File: src/rtl/mem_responder_pkg.sv
// Shared types and constants for the wait-state memory responder and its
// write-trace FIFO.
package mem_pkg;

   typedef enum logic [1:0] {
      IDLE,
      WAIT,
      RESP
   } state_t;

   // Byte address bit where the word index starts (32-bit words).
   localparam int WORD_LSB = 2;

   // One trace entry is {byte address, write data}.
   localparam int LOG_ENTRY_W = 64;

   function automatic logic is_misaligned(input logic [31:0] a);
      return a[WORD_LSB-1:0] != '0;
   endfunction

endpackage

File: src/rtl/mem_responder_if.sv
// Processor-side memory bus plus the write-trace drain port of mem_responder.
interface mem_responder_if #(
   parameter int LOG_DEPTH = 4
);
   localparam int LOG_DEPTH_BITS = $clog2(LOG_DEPTH);

   logic                    req;
   logic                    we;
   logic [31:0]             adr;
   logic [31:0]             wdata;
   logic [31:0]             rdata;
   logic                    ready;
   logic                    err;
   logic                    log_valid;
   logic                    log_ready;
   logic [31:0]             log_adr;
   logic [31:0]             log_data;
   logic [LOG_DEPTH_BITS:0] log_count;
   logic                    log_overflow;

   modport master (
      output req, we, adr, wdata, log_ready,
      input  rdata, ready, err, log_valid, log_adr, log_data, log_count, log_overflow
   );

   modport slave (
      input  req, we, adr, wdata, log_ready,
      output rdata, ready, err, log_valid, log_adr, log_data, log_count, log_overflow
   );

endinterface

File: src/rtl/mem_responder_trace_fifo.sv
// Synchronous FIFO for committed stores; drops pushes when full and records
// the loss in a sticky overflow flag.
module trace_fifo
   import mem_pkg::*;
#(
   parameter int DEPTH = 4,
   parameter int WIDTH = LOG_ENTRY_W
) (
   input  logic                     clk,
   input  logic                     reset,
   input  logic                     push_i,
   input  logic [WIDTH-1:0]         din_i,
   input  logic                     pop_i,
   output logic [WIDTH-1:0]         dout_o,
   output logic                     empty_o,
   output logic [$clog2(DEPTH):0]   count_o,
   output logic                     overflow_o
);
   localparam int PW = $clog2(DEPTH);

   logic [WIDTH-1:0] store_q [DEPTH];
   logic [PW-1:0]    wr_ptr_q, wr_ptr_d;
   logic [PW-1:0]    rd_ptr_q, rd_ptr_d;
   logic [PW:0]      count_q, count_d;
   logic             ovf_q, ovf_d;
   logic             full, pop_ok, push_ok;

   always_comb begin
      // NOTE: every signal gets a value on every path, so no latch is inferred.
      full     = (count_q == (PW+1)'(DEPTH));
      pop_ok   = pop_i && (count_q != '0);
      push_ok  = push_i && (!full || pop_ok);
      wr_ptr_d = wr_ptr_q + PW'(push_ok);
      rd_ptr_d = rd_ptr_q + PW'(pop_ok);
      count_d  = count_q + (PW+1)'(push_ok) - (PW+1)'(pop_ok);
      ovf_d    = ovf_q | (push_i & full & ~pop_ok);
   end

   always_ff @(posedge clk or negedge reset) begin
      // NOTE: non-blocking assignments keep every register sampling pre-edge values.
      if (!reset) begin
         wr_ptr_q <= '0;
         rd_ptr_q <= '0;
         count_q  <= '0;
         ovf_q    <= 1'b0;
      end else begin
         wr_ptr_q <= wr_ptr_d;
         rd_ptr_q <= rd_ptr_d;
         count_q  <= count_d;
         ovf_q    <= ovf_d;
      end
   end

   // NOTE: storage has no reset; occupancy is tracked by the pointers alone.
   always_ff @(posedge clk) begin
      if (push_ok) store_q[wr_ptr_q] <= din_i;
   end

   assign dout_o     = store_q[rd_ptr_q];
   assign empty_o    = (count_q == '0);
   assign count_o    = count_q;
   assign overflow_o = ovf_q;

endmodule

File: src/rtl/mem_responder.sv
// Word-addressed data memory with programmable wait states; every aligned
// committed store is also logged into trace_fifo.
module mem_responder
   import mem_pkg::*;
#(
   parameter int ADDR_WIDTH  = 6,
   parameter int WAIT_CYCLES = 2,
   parameter int LOG_DEPTH   = 4
) (
   input  logic            clk,
   input  logic            reset,
   mem_responder_if.slave  bus
);
   localparam int DEPTH = 2 ** ADDR_WIDTH;
   localparam int CNT_W = (WAIT_CYCLES < 1) ? 1 : $clog2(WAIT_CYCLES + 1);

   state_t                  state_q;
   logic [CNT_W-1:0]        cnt_q;
   logic [31:0]             adr_q, wdata_q, rdata_q;
   logic                    we_q, ready_q, err_q;
   logic [31:0]             mem_q [DEPTH];

   logic [31:0]             acc_adr_d, rdata_d;
   logic                    acc_we_d, err_d, log_push;
   logic [LOG_ENTRY_W-1:0]  log_head;
   logic                    log_empty;

   // With no wait states the response is formed straight from the bus.
   always_comb begin
      acc_adr_d = (state_q == IDLE) ? bus.adr : adr_q;
      acc_we_d  = (state_q == IDLE) ? bus.we  : we_q;
      err_d     = is_misaligned(acc_adr_d);
      if (err_d)         rdata_d = '0;
      else if (acc_we_d) rdata_d = rdata_q;
      else               rdata_d = mem_q[acc_adr_d[ADDR_WIDTH+WORD_LSB-1:WORD_LSB]];
      log_push  = (state_q == RESP) && we_q && !is_misaligned(adr_q);
   end

   always_ff @(posedge clk or negedge reset) begin
      if (!reset) begin
         state_q <= IDLE;
         cnt_q   <= '0;
         adr_q   <= '0;
         we_q    <= 1'b0;
         wdata_q <= '0;
         rdata_q <= '0;
         ready_q <= 1'b0;
         err_q   <= 1'b0;
      end else begin
         ready_q <= 1'b0;
         err_q   <= 1'b0;
         case (state_q)
            IDLE: begin
               if (bus.req) begin
                  adr_q   <= bus.adr;
                  we_q    <= bus.we;
                  wdata_q <= bus.wdata;
                  cnt_q   <= CNT_W'(WAIT_CYCLES);
                  if (WAIT_CYCLES == 0) begin
                     state_q <= RESP;
                     ready_q <= 1'b1;
                     err_q   <= err_d;
                     rdata_q <= rdata_d;
                  end else begin
                     state_q <= WAIT;
                  end
               end
            end
            WAIT: begin
               cnt_q <= cnt_q - CNT_W'(1);
               if (cnt_q == CNT_W'(1)) begin
                  state_q <= RESP;
                  ready_q <= 1'b1;
                  err_q   <= err_d;
                  rdata_q <= rdata_d;
               end
            end
            RESP:    state_q <= IDLE;
            default: state_q <= IDLE;
         endcase
      end
   end

   // Store commits on the edge that ends RESP, together with the log push.
   always_ff @(posedge clk) begin
      if (log_push) mem_q[adr_q[ADDR_WIDTH+WORD_LSB-1:WORD_LSB]] <= wdata_q;
   end

   trace_fifo #(
      .DEPTH (LOG_DEPTH),
      .WIDTH (LOG_ENTRY_W)
   ) u_trace_fifo (
      .clk        (clk),
      .reset      (reset),
      .push_i     (log_push),
      .din_i      ({adr_q, wdata_q}),
      .pop_i      (bus.log_ready),
      .dout_o     (log_head),
      .empty_o    (log_empty),
      .count_o    (bus.log_count),
      .overflow_o (bus.log_overflow)
   );

   assign bus.rdata     = rdata_q;
   assign bus.ready     = ready_q;
   assign bus.err       = err_q;
   assign bus.log_valid = !log_empty;
   assign bus.log_adr   = log_head[LOG_ENTRY_W-1:32];
   assign bus.log_data  = log_head[31:0];

endmodule

File: src/flat_wrapper.sv
// flat-port wrapper written by rule: the top's interface ports become plain ports
module mem_responder_flat import mem_pkg::*;
#(
   parameter int ADDR_WIDTH  = 6,
   parameter int WAIT_CYCLES = 2,
   parameter int LOG_DEPTH   = 4
)
  (clk, reset, bus_req, bus_we, bus_adr, bus_wdata, bus_log_ready, bus_rdata, bus_ready, bus_err, bus_log_valid, bus_log_adr, bus_log_data, bus_log_count, bus_log_overflow);
  mem_responder_if #(.LOG_DEPTH(LOG_DEPTH)) bus_i ();
  input  logic clk;
  input  logic reset;
  input wire logic [$bits(bus_i.req)-1:0] bus_req;
  input wire logic [$bits(bus_i.we)-1:0] bus_we;
  input wire logic [$bits(bus_i.adr)-1:0] bus_adr;
  input wire logic [$bits(bus_i.wdata)-1:0] bus_wdata;
  input wire logic [$bits(bus_i.log_ready)-1:0] bus_log_ready;
  output wire logic [$bits(bus_i.rdata)-1:0] bus_rdata;
  output wire logic [$bits(bus_i.ready)-1:0] bus_ready;
  output wire logic [$bits(bus_i.err)-1:0] bus_err;
  output wire logic [$bits(bus_i.log_valid)-1:0] bus_log_valid;
  output wire logic [$bits(bus_i.log_adr)-1:0] bus_log_adr;
  output wire logic [$bits(bus_i.log_data)-1:0] bus_log_data;
  output wire logic [$bits(bus_i.log_count)-1:0] bus_log_count;
  output wire logic [$bits(bus_i.log_overflow)-1:0] bus_log_overflow;
  assign bus_i.req = bus_req;
  assign bus_i.we = bus_we;
  assign bus_i.adr = bus_adr;
  assign bus_i.wdata = bus_wdata;
  assign bus_i.log_ready = bus_log_ready;
  assign bus_rdata = bus_i.rdata;
  assign bus_ready = bus_i.ready;
  assign bus_err = bus_i.err;
  assign bus_log_valid = bus_i.log_valid;
  assign bus_log_adr = bus_i.log_adr;
  assign bus_log_data = bus_i.log_data;
  assign bus_log_count = bus_i.log_count;
  assign bus_log_overflow = bus_i.log_overflow;
  mem_responder #(.ADDR_WIDTH(ADDR_WIDTH), .WAIT_CYCLES(WAIT_CYCLES), .LOG_DEPTH(LOG_DEPTH)) u_core (.clk(clk), .reset(reset), .bus(bus_i));
endmodule
File: config.mk
export PLATFORM = sky130hd
export DESIGN_NAME = mem_responder_flat
export DESIGN_NICKNAME = d
export VERILOG_FILES = /design/src/rtl/mem_responder_pkg.sv /design/src/rtl/mem_responder_if.sv /design/src/rtl/mem_responder_trace_fifo.sv /design/src/rtl/mem_responder.sv /design/src/flat_wrapper.sv
export SDC_FILE = /design/constraint.sdc
export NUM_CORES = 2
export LEC_CHECK = 0
export ABC_CLOCK_PERIOD_IN_PS = 8730
export CORE_ASPECT_RATIO = 1.2
export CORE_MARGIN = 2
export CORE_UTILIZATION = 61
export DETAILED_ROUTE_END_ITERATION = 16
export DONT_BUFFER_PORTS = 1
export GPL_TIMING_DRIVEN = 1
export PLACE_DENSITY = 0.74
export SETUP_SLACK_MARGIN = 0.5
export SKIP_CTS_REPAIR_TIMING = 1
export SLEW_MARGIN = 0
export SYNTH_ARGS = -nofsm -noshare
export SYNTH_HDL_FRONTEND = slang
export SYNTH_SLANG_ARGS = --single-unit
File: constraint.sdc
create_clock -name clk -period 8.73 [get_ports clk]
set_input_delay 0.873 -clock clk [delete_from_list [all_inputs] [get_ports clk]]
set_output_delay 0.873 -clock clk [all_outputs]
set_load 0.01 [all_outputs]
==> flow_summary_export.csv <==
group,metric,value,unit
global_routing,grt_use_met3,7.181,%
clock_tree,clk_latency,0.87,ns
floorplanning,design.core.area,150900,sq um
clock_tree,htree_levels,4,
placement,numPortBuffers,0,
synth,synth_ff_type,"edfxtp_1",
worst_setup_path,required,9.46,ns
sta,clock_skew,0.03429,ns
clock_tree,clk_path_buf_depth,3,
global_routing,grt_use_total,32.22,%
global_routing,antenna_found_initial,20,
placement,place.gp.congestion,0.8608,
worst_setup_path,crit_type,"reg -> reg",
synth,synth-seq-cells,2415,
clock_tree,root_buffer,"clkbuf_16",
cells_and_area,final_area,102300,sq um
power_and_ir_drop,max-vdd-ir-drop,0.3502,mV
global_routing,grt.met1_usage,42.25,%
worst_setup_path,startpoint_type,"register",
sta,tightest_slew,1.475,ns
placement,dpl.hpwl,135100,microns
routing,drc,0,
sta,rsz0062_at_grt,"no",
floorplanning,ios,172,
floorplanning,die_y,431.2,microns
routing,drt_iter0_markers,8516,
routing,drt-wirelength-per-cell,30.98,microns
global_routing,grt_max_degree,177,
placement,placed_area,95480,sq um
global_routing,grt_pass1_vias,52940,
routing,first_pass_iters,8,
sta,fin_tns_setup,0,ns
global_routing,grt-busiest-layer,"met2",
cells_and_area,fin_nets,5990,
routing,drtAntennaViolNets,0,
synth,yosysUniqueCellTypes,70,
cells_and_area,drive_above_1_share,12.92,%
outcome,violations,"capacitance limit",
outcome,outcome,"complete, but fails checks",
synth,ys_warn_count,0,
sta,period_share,53.91,%
clock_tree,cts_tree,"done",
sta,slew_headroom,0.6369,%
routing,totalWireLength,250100,microns
worst_setup_path,crit_path_end_kind,"register",
synth,seq_area_frac_synth,77.56,%
cells_and_area,layout_commonest_cell,"edfxtp_1",
synth,synth_fp_nets,5969,
synth,async_flop_share,4.596,%
sta,report.final.slew_viol_count,0,
synth,syn-cell-area,92780,sq um
cells_and_area,final_cell_mix,"edfxtp_1 (2304), nand2_1 (1361), nand3_1 (501)",
worst_setup_path,crit_arrival,5.44,ns
global_routing,grt_pass1_wl,360000,microns
sta,max_freq,212.5,MHz
sta,fin_crit,4.706,ns
clock_tree,cts.reportedPaths.clkPinSlew,0.07,ns
power_and_ir_drop,power_density,348.9,nW/um^2
floorplanning,initial_core_util,61.49,%
clock_tree,cts_inserted_buffers,216,
synth,synth_edf_count,2304,
floorplanning,rows,156,
global_routing,grt_use_met2,51.74,%
floorplanning,dieArea,155200,sq um
global_routing,grt-ovfl-total,0,
clock_tree,cts_sinks,2415,
synth,syn_avg_cell_area,15.74,sq um
floorplanning,die_w,360.0,microns
routing,drt-vias-per-instance,6.736,
synth,synth_cells,5894,
flow_run,max-cap-violations,1,
routing,vias,54370,
min_path,hold_class,"in -> reg",
sta,final-setup-viol-count,0,
worst_setup_path,worstPathMaxFanout,54,
cells_and_area,area_delta_synth_final,10.21,%
sta,hold_viol,0,
power_and_ir_drop,cellLeakagePower,0.03340,uW
-- area by class of cell --
class	instances	area, sq um
diodes	6	15.01
clock buffers	295	5834
clock inverters	99	894.6
fillers	9612	48620
inverters	12	45.04
multi-input cells	3111	19690
flip-flops and latches	2415	72010
well taps	1975	2471
repair buffers	159	1291
-- synthesized netlist by cell type (3+ instances only) --
cell / count / share of area, %
clkbuf_1: 132 / 0.53
o41ai_1: 6 / 0.057
a41o_1: 7 / 0.076
nand2b_1: 5 / 0.034
nor3b_1: 5 / 0.040
a32o_1: 7 / 0.076
and3_1: 5 / 0.034
xor2_1: 3 / 0.028
a21oi_1: 58 / 0.31
ha_1: 5 / 0.067
buf_6: 11 / 0.13
a22o_1: 6 / 0.057
edfxtp_1: 2304 / 75
inv_1: 12 / 0.049
nor2_2: 3 / 0.020
nand3_1: 501 / 2.7
buf_1: 31 / 0.13
o221ai_1: 44 / 0.42
nor2b_1: 4 / 0.027
o21ai_0: 42 / 0.23
mux4_2: 141 / 3.4
a21o_1: 3 / 0.024
mux2_2: 66 / 0.80
nor3_1: 10 / 0.054
a22oi_1: 39 / 0.32
o211ai_1: 11 / 0.089
nand2_1: 1361 / 5.5
a221oi_1: 5 / 0.047
o2111ai_1: 7 / 0.066
o22ai_1: 47 / 0.32
a41oi_1: 24 / 0.23
buf_4: 37 / 0.30
nor2_1: 80 / 0.32
buf_2: 145 / 0.78
mux2i_1: 204 / 2.2
a32oi_1: 15 / 0.14
nand4_1: 154 / 1.0
nor4_1: 5 / 0.034
and2_1: 9 / 0.061
a31oi_1: 157 / 1.1
dfrtp_1: 111 / 3.0
o21ai_1: 9 / 0.049
a311oi_1: 3 / 0.028
or3_1: 29 / 0.20
-- through the flow --
step	cells	hold WS (ns)	power [uW]	worst slack (ns)	util, %
4_1_cts	8064	-0.3081	35520	4.168	67.74
5_1_grt	8070	0.1456	36830	3.849	67.77
3_3_place_gp	7670	0.4766	26270	3.961	63.28
6_report	8072	0.1624	35680	4.024	67.77
2_1_floorplan	5894	0.4574	22550	2.439	-
3_5_place_dp	7670	0.4786	26520	3.902	63.28
-- state kept, by name (all words and copies together), names as in the netlist, 2 cells and up --
register / flops
u_core.state_q: 2
u_core.u_trace_fifo.rd_ptr_q: 2
u_core.u_trace_fifo.wr_ptr_q: 2
u_core.adr_q: 32
u_core.mem_q: 2048
u_core.cnt_q: 2
u_core.u_trace_fifo.count_o: 3
u_core.wdata_q: 32
u_core.bus.rdata: 32
u_core.u_trace_fifo.store_q: 256
-- power breakdown --
| group | internal, uW | leakage (uW) | switching [uW] |
|---|---|---|---|
| Sequential | 14600 | 0.0221 | 847 |
| Clock | 5080 | 0.00329 | 4070 |
| Combinational | 3070 | 0.00803 | 7990 |
-- metal layers --
metal / share of wire (%) / vias to the layer above
met3: 12 / 724
met2: 48 / 3679
met4: 5.4 / 6
met5: 0.016 / -
li1: - / 22590
met1: 35 / 27370
-- path summary, 6_finish.rpt --
| check | from | to | slack, ns | cells past startpoint |
|---|---|---|---|---|
| max | u_core.state_q[0]$_DFFE_PN0P_ | u_core.bus.rdata[2]$_DFFE_PN0P_ | 4.02 | 9 |
| min | bus_adr[2] | u_core.adr_q[2]$_DFFE_PN0P_ | 0.16 | 2 |
| max reg2reg | u_core.state_q[0]$_DFFE_PN0P_ | u_core.bus.rdata[2]$_DFFE_PN0P_ | 4.02 | 9 |
| min reg2reg | u_core.cnt_q[1]$_DFFE_PN0P_ | u_core.cnt_q[1]$_DFFE_PN0P_ | 0.49 | 1 |
| max in group asynchronous | reset | u_core.u_trace_fifo.rd_ptr_q[0]$_DFF_PN0_ | 6.77 | 2 |
| min in group asynchronous | reset | u_core.wdata_q[21]$_DFFE_PN0P_ | 0.62 | 2 |
-- critical path, cell delays in order (launching register included) --
cell,delay (ns)
dfrtp_1,0.53
or3b_1,0.53
and2_4,0.34
nor2_4,0.81
buf_4,0.87
buf_4,0.52
nand3_1,0.14
nand4_1,0.14
a41oi_1,0.26
or3_1,0.38
-- logic make-up after synthesis --
group	share of synthesized area [%]
and+or+nand+nor	10.19
AOI/OAI and AO/OA	3.729
buffers and inverters	1.923
muxes	6.465
adders and majority gates	0.08901
DFF	77.56
xor gates and xnor gates	0.03777
No activity file was read; power rests on OpenSTA's default activity.
